### config.mk
export PLATFORM = sky130hd
export DESIGN_NAME = dmem_arbiter
export DESIGN_NICKNAME = d
export VERILOG_FILES = /design/src/rtl/dmem_arbiter_pkg.sv /design/src/rtl/rr_lock_arb.sv /design/src/rtl/dmem_arbiter.sv
export SDC_FILE = /design/constraint.sdc
export NUM_CORES = 1
export LEC_CHECK = 0
export CAP_MARGIN = 30
export CORE_MARGIN = 10
export CORE_UTILIZATION = 28
export DETAILED_ROUTE_END_ITERATION = 6
export PLACE_DENSITY = 0.69
export SLEW_MARGIN = 5
export SYNTH_ARGS = -nofsm -noshare
export SYNTH_HDL_FRONTEND = slang
export SYNTH_SLANG_ARGS = --single-unit
### constraint.sdc
create_clock -name clk -period 2.2 [get_ports clk]
set_input_delay 0.33 -clock clk [delete_from_list [all_inputs] [get_ports clk]]
set_output_delay 0.33 -clock clk [all_outputs]
set_load 0.05 [all_outputs]
### src/rtl/dmem_arbiter_pkg.sv
// Shared definitions for the data-memory arbiter: port indices, lock-owner
// state encoding and the word-alignment helper.
package dmem_arbiter_pkg;

  localparam logic PORT_CPU = 1'b0;
  localparam logic PORT_DMA = 1'b1;

  typedef enum logic [1:0] {
    NO_OWNER = 2'd0,
    OWN0     = 2'd1,
    OWN1     = 2'd2
  } arb_state_t;

  function automatic logic word_aligned(input logic [1:0] lsb);
    return (lsb == 2'b00);
  endfunction

endpackage

### src/rtl/rr_lock_arb.sv
// Round-robin grant generator with lock ownership and a lock-timeout watchdog.
// Grants are combinational; pointer, owner and lock counter are registered.
module rr_lock_arb
  import dmem_arbiter_pkg::*;
#(
  parameter int MAX_LOCK = 16
) (
  input  logic clk_i,
  input  logic rst_ni,
  input  logic req0_i,
  input  logic req1_i,
  input  logic lock0_i,
  input  logic lock1_i,
  output logic gnt0_o,
  output logic gnt1_o,
  output logic sel_o,
  output logic timeout0_o,
  output logic timeout1_o
);

  localparam int CW = $clog2(MAX_LOCK + 1);
  localparam logic [CW-1:0] CNT_ZERO = {CW{1'b0}};
  localparam logic [CW-1:0] CNT_ONE  = CW'(1'b1);
  localparam logic [CW-1:0] CNT_MAX  = CW'(MAX_LOCK);

  arb_state_t    state_q, state_c, state_d;
  logic          ptr_q, ptr_c, ptr_d;
  logic [CW-1:0] cnt_q, cnt_c, cnt_d;
  logic [CW-1:0] cnt_inc_s;
  logic          gnt0_s, gnt1_s;
  logic          gnt0_g, gnt1_g;
  logic          to0_s, to1_s;

  // Grant selection: an owner excludes the rival, otherwise the pointer breaks ties.
  always_comb begin
    gnt0_s = 1'b0;
    gnt1_s = 1'b0;
    case (state_q)
      OWN0: begin
        gnt0_s = req0_i;
      end
      OWN1: begin
        gnt1_s = req1_i;
      end
      NO_OWNER: begin
        if (req0_i && req1_i) begin
          gnt0_s = (ptr_q == PORT_CPU);
          gnt1_s = (ptr_q == PORT_DMA);
        end else begin
          gnt0_s = req0_i;
          gnt1_s = req1_i;
        end
      end
      default: begin
        gnt0_s = 1'b0;
        gnt1_s = 1'b0;
      end
    endcase
  end

  assign gnt0_g    = gnt0_s & rst_ni;
  assign gnt1_g    = gnt1_s & rst_ni;
  assign cnt_inc_s = (cnt_q == CNT_MAX) ? cnt_q : cnt_q + CNT_ONE;

  // Ownership and pointer update from this cycle's grant and lock inputs.
  // An owner dropping lock releases even when idle, so a silent owner cannot stall the rival.
  always_comb begin
    state_c = state_q;
    ptr_c   = ptr_q;
    cnt_c   = cnt_q;
    case (state_q)
      NO_OWNER: begin
        if (gnt0_g) begin
          if (lock0_i) begin
            state_c = OWN0;
            cnt_c   = CNT_ONE;
          end else begin
            ptr_c = PORT_DMA;
          end
        end else if (gnt1_g) begin
          if (lock1_i) begin
            state_c = OWN1;
            cnt_c   = CNT_ONE;
          end else begin
            ptr_c = PORT_CPU;
          end
        end else begin
          cnt_c = CNT_ZERO;
        end
      end
      OWN0: begin
        if (lock0_i) begin
          cnt_c = cnt_inc_s;
        end else begin
          state_c = NO_OWNER;
          cnt_c   = CNT_ZERO;
          ptr_c   = PORT_DMA;
        end
      end
      OWN1: begin
        if (lock1_i) begin
          cnt_c = cnt_inc_s;
        end else begin
          state_c = NO_OWNER;
          cnt_c   = CNT_ZERO;
          ptr_c   = PORT_CPU;
        end
      end
      default: begin
        state_c = NO_OWNER;
        cnt_c   = CNT_ZERO;
      end
    endcase
  end

  // Watchdog: a lock whose count reaches the limit is torn down and handed to the rival.
  always_comb begin
    if ((state_c != NO_OWNER) && (cnt_c >= CNT_MAX)) begin
      to0_s   = (state_c == OWN0);
      to1_s   = (state_c == OWN1);
      ptr_d   = (state_c == OWN0) ? PORT_DMA : PORT_CPU;
      state_d = NO_OWNER;
      cnt_d   = CNT_ZERO;
    end else begin
      to0_s   = 1'b0;
      to1_s   = 1'b0;
      ptr_d   = ptr_c;
      state_d = state_c;
      cnt_d   = cnt_c;
    end
  end

  // Arbiter state registers.
  always_ff @(posedge clk_i or negedge rst_ni) begin
    if (!rst_ni) begin
      state_q <= NO_OWNER;
      ptr_q   <= PORT_CPU;
      cnt_q   <= CNT_ZERO;
    end else begin
      state_q <= state_d;
      ptr_q   <= ptr_d;
      cnt_q   <= cnt_d;
    end
  end

  assign gnt0_o     = gnt0_g;
  assign gnt1_o     = gnt1_g;
  assign sel_o      = gnt1_g ? PORT_DMA : PORT_CPU;
  assign timeout0_o = to0_s;
  assign timeout1_o = to1_s;

endmodule

### src/rtl/dmem_arbiter.sv
// Two-port arbiter sharing a single-ported data memory between the CPU and a
// DMA/debug port, with registered responses, misalignment and lock-timeout errors.
module dmem_arbiter
  import dmem_arbiter_pkg::*;
#(
  parameter int AW       = 32,
  parameter int DW       = 32,
  parameter int MAX_LOCK = 16
) (
  input  logic          clk,
  input  logic          rst,
  input  logic          req0,
  input  logic          req1,
  input  logic          we0,
  input  logic          we1,
  input  logic          lock0,
  input  logic          lock1,
  input  logic [AW-1:0] addr0,
  input  logic [AW-1:0] addr1,
  input  logic [DW-1:0] wdata0,
  input  logic [DW-1:0] wdata1,
  output logic          gnt0,
  output logic          gnt1,
  output logic          rvalid0,
  output logic          rvalid1,
  output logic [DW-1:0] rdata0,
  output logic [DW-1:0] rdata1,
  output logic          err0,
  output logic          err1,
  output logic [AW-1:0] mem_A,
  output logic [DW-1:0] mem_WD,
  output logic          mem_WE,
  input  logic [DW-1:0] mem_RD
);

  logic          gnt0_s, gnt1_s, sel_s;
  logic          to0_s, to1_s;
  logic          any_gnt_s, aligned_s, sel_we_s;
  logic [AW-1:0] mem_a_s;
  logic [DW-1:0] mem_wd_s;

  logic          rvalid0_q, rvalid0_d, rvalid1_q, rvalid1_d;
  logic          err0_q, err0_d, err1_q, err1_d;
  logic [DW-1:0] rdata0_q, rdata0_d, rdata1_q, rdata1_d;

  rr_lock_arb #(
    .MAX_LOCK(MAX_LOCK)
  ) u_arb (
    .clk_i     (clk),
    .rst_ni    (rst),
    .req0_i    (req0),
    .req1_i    (req1),
    .lock0_i   (lock0),
    .lock1_i   (lock1),
    .gnt0_o    (gnt0_s),
    .gnt1_o    (gnt1_s),
    .sel_o     (sel_s),
    .timeout0_o(to0_s),
    .timeout1_o(to1_s)
  );

  // Memory-side mux: the granted port drives address and data, port 0 when idle.
  always_comb begin
    if (sel_s == PORT_DMA) begin
      mem_a_s  = addr1;
      mem_wd_s = wdata1;
      sel_we_s = we1;
    end else begin
      mem_a_s  = addr0;
      mem_wd_s = wdata0;
      sel_we_s = we0;
    end
  end

  assign any_gnt_s = gnt0_s | gnt1_s;
  assign aligned_s = word_aligned(mem_a_s[1:0]);

  // Response next-state: data only for aligned reads, errors for misalignment or timeout.
  always_comb begin
    rvalid0_d = gnt0_s;
    rvalid1_d = gnt1_s;
    err0_d    = (gnt0_s & ~aligned_s) | to0_s;
    err1_d    = (gnt1_s & ~aligned_s) | to1_s;
    if (any_gnt_s && !sel_we_s && aligned_s) begin
      rdata0_d = gnt0_s ? mem_RD : {DW{1'b0}};
      rdata1_d = gnt1_s ? mem_RD : {DW{1'b0}};
    end else begin
      rdata0_d = {DW{1'b0}};
      rdata1_d = {DW{1'b0}};
    end
  end

  // Response registers; reset drops any pending response at once.
  always_ff @(posedge clk or negedge rst) begin
    if (!rst) begin
      rvalid0_q <= 1'b0;
      rvalid1_q <= 1'b0;
      err0_q    <= 1'b0;
      err1_q    <= 1'b0;
      rdata0_q  <= {DW{1'b0}};
      rdata1_q  <= {DW{1'b0}};
    end else begin
      rvalid0_q <= rvalid0_d;
      rvalid1_q <= rvalid1_d;
      err0_q    <= err0_d;
      err1_q    <= err1_d;
      rdata0_q  <= rdata0_d;
      rdata1_q  <= rdata1_d;
    end
  end

  assign gnt0    = gnt0_s;
  assign gnt1    = gnt1_s;
  assign mem_A   = mem_a_s;
  assign mem_WD  = mem_wd_s;
  assign mem_WE  = any_gnt_s & sel_we_s & aligned_s;
  assign rvalid0 = rvalid0_q;
  assign rvalid1 = rvalid1_q;
  assign rdata0  = rdata0_q;
  assign rdata1  = rdata1_q;
  assign err0    = err0_q;
  assign err1    = err1_q;

endmodule

==> impl_metrics.csv <==
group,metric,value,unit
worst_setup_path,r2r_slack,-0.21,ns
route,post_drt_via_cell_ratio,4.64,
layout,layout-drive-gt1-share,0.383,
global_routing,grt.met1_usage,0.243,
placement,place.port_buffers,302,
power,sw_frac_of_total,0.418,
logic_synthesis,ys_ff_latch,76,
layout,area_growth,160,%
sta,skew,0.00470,ns
sta,worst_pin_slew,0.874,ns
global_routing,grt_antenna_before_repair,1,
placement,place_hpwl,16200,um
power,p_clk_frac,0.168,
global_routing,grt-busiest-layer,"met2",
cts,clockBufferDepth,2,
sta,slew-limit-headroom,0.417,
power,p_leak,4.44,nW
worst_setup_path,r2r_cells,11,
logic_synthesis,synth.avg_cell_area,8.36,sq um
sta,layout_setup_ws,-0.250,ns
sta,rsz0062_at_grt,"true",
placement,dp.cells,948,
logic_synthesis,netlist_area,0.00378,sq mm
logic_synthesis,synth_edf_count,0,
die,die_area,0.0185,sq mm
run,drv_cap,0,
cts,clock-sinks,76,
logic_synthesis,synth_cell_type_count,50,
worst_setup_path,cp-start-kind,"register",
sta,drv_slew,0,
route,wl_per_cell,21.8,um
layout,finalNetCount,989,
logic_synthesis,synth_xor_area_frac,0,
power,total_power,8.56,mW
logic_synthesis,synth_top_family_by_area,"simple AND/OR/NAND/NOR gates",
global_routing,grt.total_usage,0.217,
power,p_sw,3.58,mW
worst_setup_path,crit_chain,"ha_4 -> or3b_4 -> nand2_8 -> clkbuf_16 -> buf_12 -> nand2_2 -> nand2_4 -> buf_12",
logic_synthesis,yosysWarnings,0,
sta,finalCritPeriodShare,1.11,
worst_setup_path,path_max_fanout,8,
global_routing,grt_pass1_vias,4787,
logic_synthesis,synth_nets,627,
route,drtPass1Iterations,5,
sta,timing.hold.ws,0.317,ns
global_routing,use_met3,0.0819,
cts,worstSkewPairLatency,0.34,ns
logic_synthesis,synth.most_common_cell,"nand2_1",
logic_synthesis,synth-main-ff-cell,"dfrtp_1",
die,fp.dieW,136,um
cts,cts.clk_slew.worst_paths,0.06,ns
logic_synthesis,synth_compound_area_frac,0.0712,
logic_synthesis,syn_inst,452,
power,cellPowerDensity,873,mW/mm^2
worst_setup_path,r2r_start,"u_arb.state_q[1]$_DFF_PN0_",
logic_synthesis,synth_area_leaders,"dfrtp_1 (50%), nand2_1 (20%), and2_1 (11%), ha_1 (2.3%), clkbuf_1 (1.2%)",
cts,cts_buffers,9,
global_routing,grt-ovfl-total,0,
worst_setup_path,critPathRequiredTime,1.87,ns
die,io_pins,303,
die,core,0.0132,sq mm
placement,place_congestion,0.908,
sta,final-hold-violation-count,0,
worst_setup_path,cp-end-kind,"output pin",
die,rows,42,
sta,fin_crit,2.45,ns
logic_synthesis,synth_mux_area_frac,0.00265,
global_routing,grt_pass1_wl,30500,um
layout,fin_util,0.741,
status,violations,"negative setup slack",
sta,setup_viol,135,
logic_synthesis,yosys.area_share.simple,0.364,
logic_synthesis,synth_top_area_share,0.503,
die,start_util,0.285,
layout,instances_no_fill,996,
worst_setup_path,slowest_stage,"dfrtp_1",
route,vias,4622,
worst_setup_path,cp.arrival,2.12,ns
worst_setup_path,max_stage_delay,0.42,ns
logic_synthesis,synth_top_area_cell,"dfrtp_1",
logic_synthesis,synthTopCellsByCount,"nand2_1 (201), dfrtp_1 (76), and2_1 (64)",
global_routing,grt_max_degree,73,
worst_setup_path,crit_start,"u_arb.state_q[1]$_DFF_PN0_",
power,power_frac_seq,0.177,
status,outcome,"finished with violations",
global_routing,met2_usage,0.379,
route,antenna_left,0,
power,intPower,4.98,mW
logic_synthesis,ys_async_sr_fraction,1.00,
die,fp.dieH,136,um
logic_synthesis,seq_area_frac_synth,0.503,
route,dr.first_iter.drc_count,313,
worst_hold_path,hp-class,"in2async",
cts,htreeDepth,3,
sta,max_freq,408,MHz
worst_setup_path,crit_top_cell,"buf_12",
route,drc,0,
logic_synthesis,synthAdderAreaFrac,0.0232,
power,p_comb_frac,0.655,
cts,cts_tree,"done",
power,peakVddDrop,0.623,mV
cts,cts-root-buf,"clkbuf_16",
worst_setup_path,critPathKind,"reg2out",
route,wirelength,21700,um
## state kept, by name, summed over array words and instances (netlist names)
register,flops
rdata0,32
rdata1,32
u_arb.cnt_q,5
u_arb.state_q,2
err0,1
err1,1
rvalid0,1
rvalid1,1
u_arb.ptr_q,1
## worst max-delay path: cells and delay by family (launching register included)
kind / cells / cell delay [ns]
AND/OR/NAND/NOR: 4 / 0.69
buffers and inverters: 3 / 0.47
flip-flops: 1 / 0.42
adder cells (fa/ha/maj): 1 / 0.19
## worst paths after layout
kind / end
hold / removal: u_arb.cnt_q[1]$_DFF_PN0_
hold reg to reg: u_arb.cnt_q[1]$_DFF_PN0_
setup / recovery: mem_A[10]
max in group asynchronous: u_arb.state_q[0]$_DFF_PN0_
setup reg to reg: rdata0[6]$_DFF_PN0_
min in group clk: rvalid0$_DFF_PN0_
## metrics by stage
step,setup TNS (ns),setup WS (ns),instance area (sq um)
after global placement,-21.58,-0.299,8470
final,-18.16,-0.250,9810
after global routing,-26.70,-0.307,9810
after detailed placement,-28.09,-0.394,8470
after CTS,-20.63,-0.263,9410
after floorplan,-0.702,-0.0601,4310
## kinds of logic after synthesis
family | Yosys count
buf+inv | 32
flops | 76
compound gates | 36
fa+ha+maj | 7
mux | 1
simple gates | 300
## repair_timing
action | CTS | global route
gates cloned | 5 | 6
pin swaps | 39 | 29
endpoints found under the setup margin | 134 | 137
endpoints found under the hold margin | 4 | 0
gates resized for setup | 104 | 74
setup buffers | 13 | 7
hold buffers | 1 | 0
## metal layers
layer | wire length [um] | part of all wire
met5 | 0 | 0
met4 | 358 | 0.016
met3 | 1950 | 0.090
met2 | 11300 | 0.52
met1 | 8140 | 0.37
## power groups by stage
| stage | combinational [mW] | clock, mW | sequential [mW] |
|---|---|---|---|
| floorplan | 2.28 | 0 | 1.66 |
| global placement | 4.68 | 0 | 1.53 |
| detailed placement | 4.75 | 0 | 1.53 |
| CTS | 5.26 | 1.46 | 1.51 |
| global route | 5.84 | 1.53 | 1.52 |
| finish | 5.61 | 1.44 | 1.51 |
## layout make-up
class,count,area [sq um]
multi-input cells,344,2760
well taps,176,220
repair buffers,373,4570
clock buffers,12,267
diodes,1,2.50
fillers,893,3430
clock inverters,4,30.0
flip-flops and latches,76,1900
inverters,10,57.6
## placed cells by master, fill, tap and decap left out, types with 4 or more instances in the layout
master           Yosys  layout
nand3_1              7       6
clkdlybuf4s50_1      0     234
o21ai_0              5       4
nor2_1               9       8
a21oi_1              7       4
nand2_2              1      27
and2_1              64      63
clkbuf_16            0      13
buf_4                1      38
nand2_1            201      69
buf_6                0      11
buf_8                0       5
dfrtp_1             76      75
inv_1                8       6
ha_1                 7       4
buf_12               0      76
nand2_4              0     105
(Power assumes the default switching activity.)
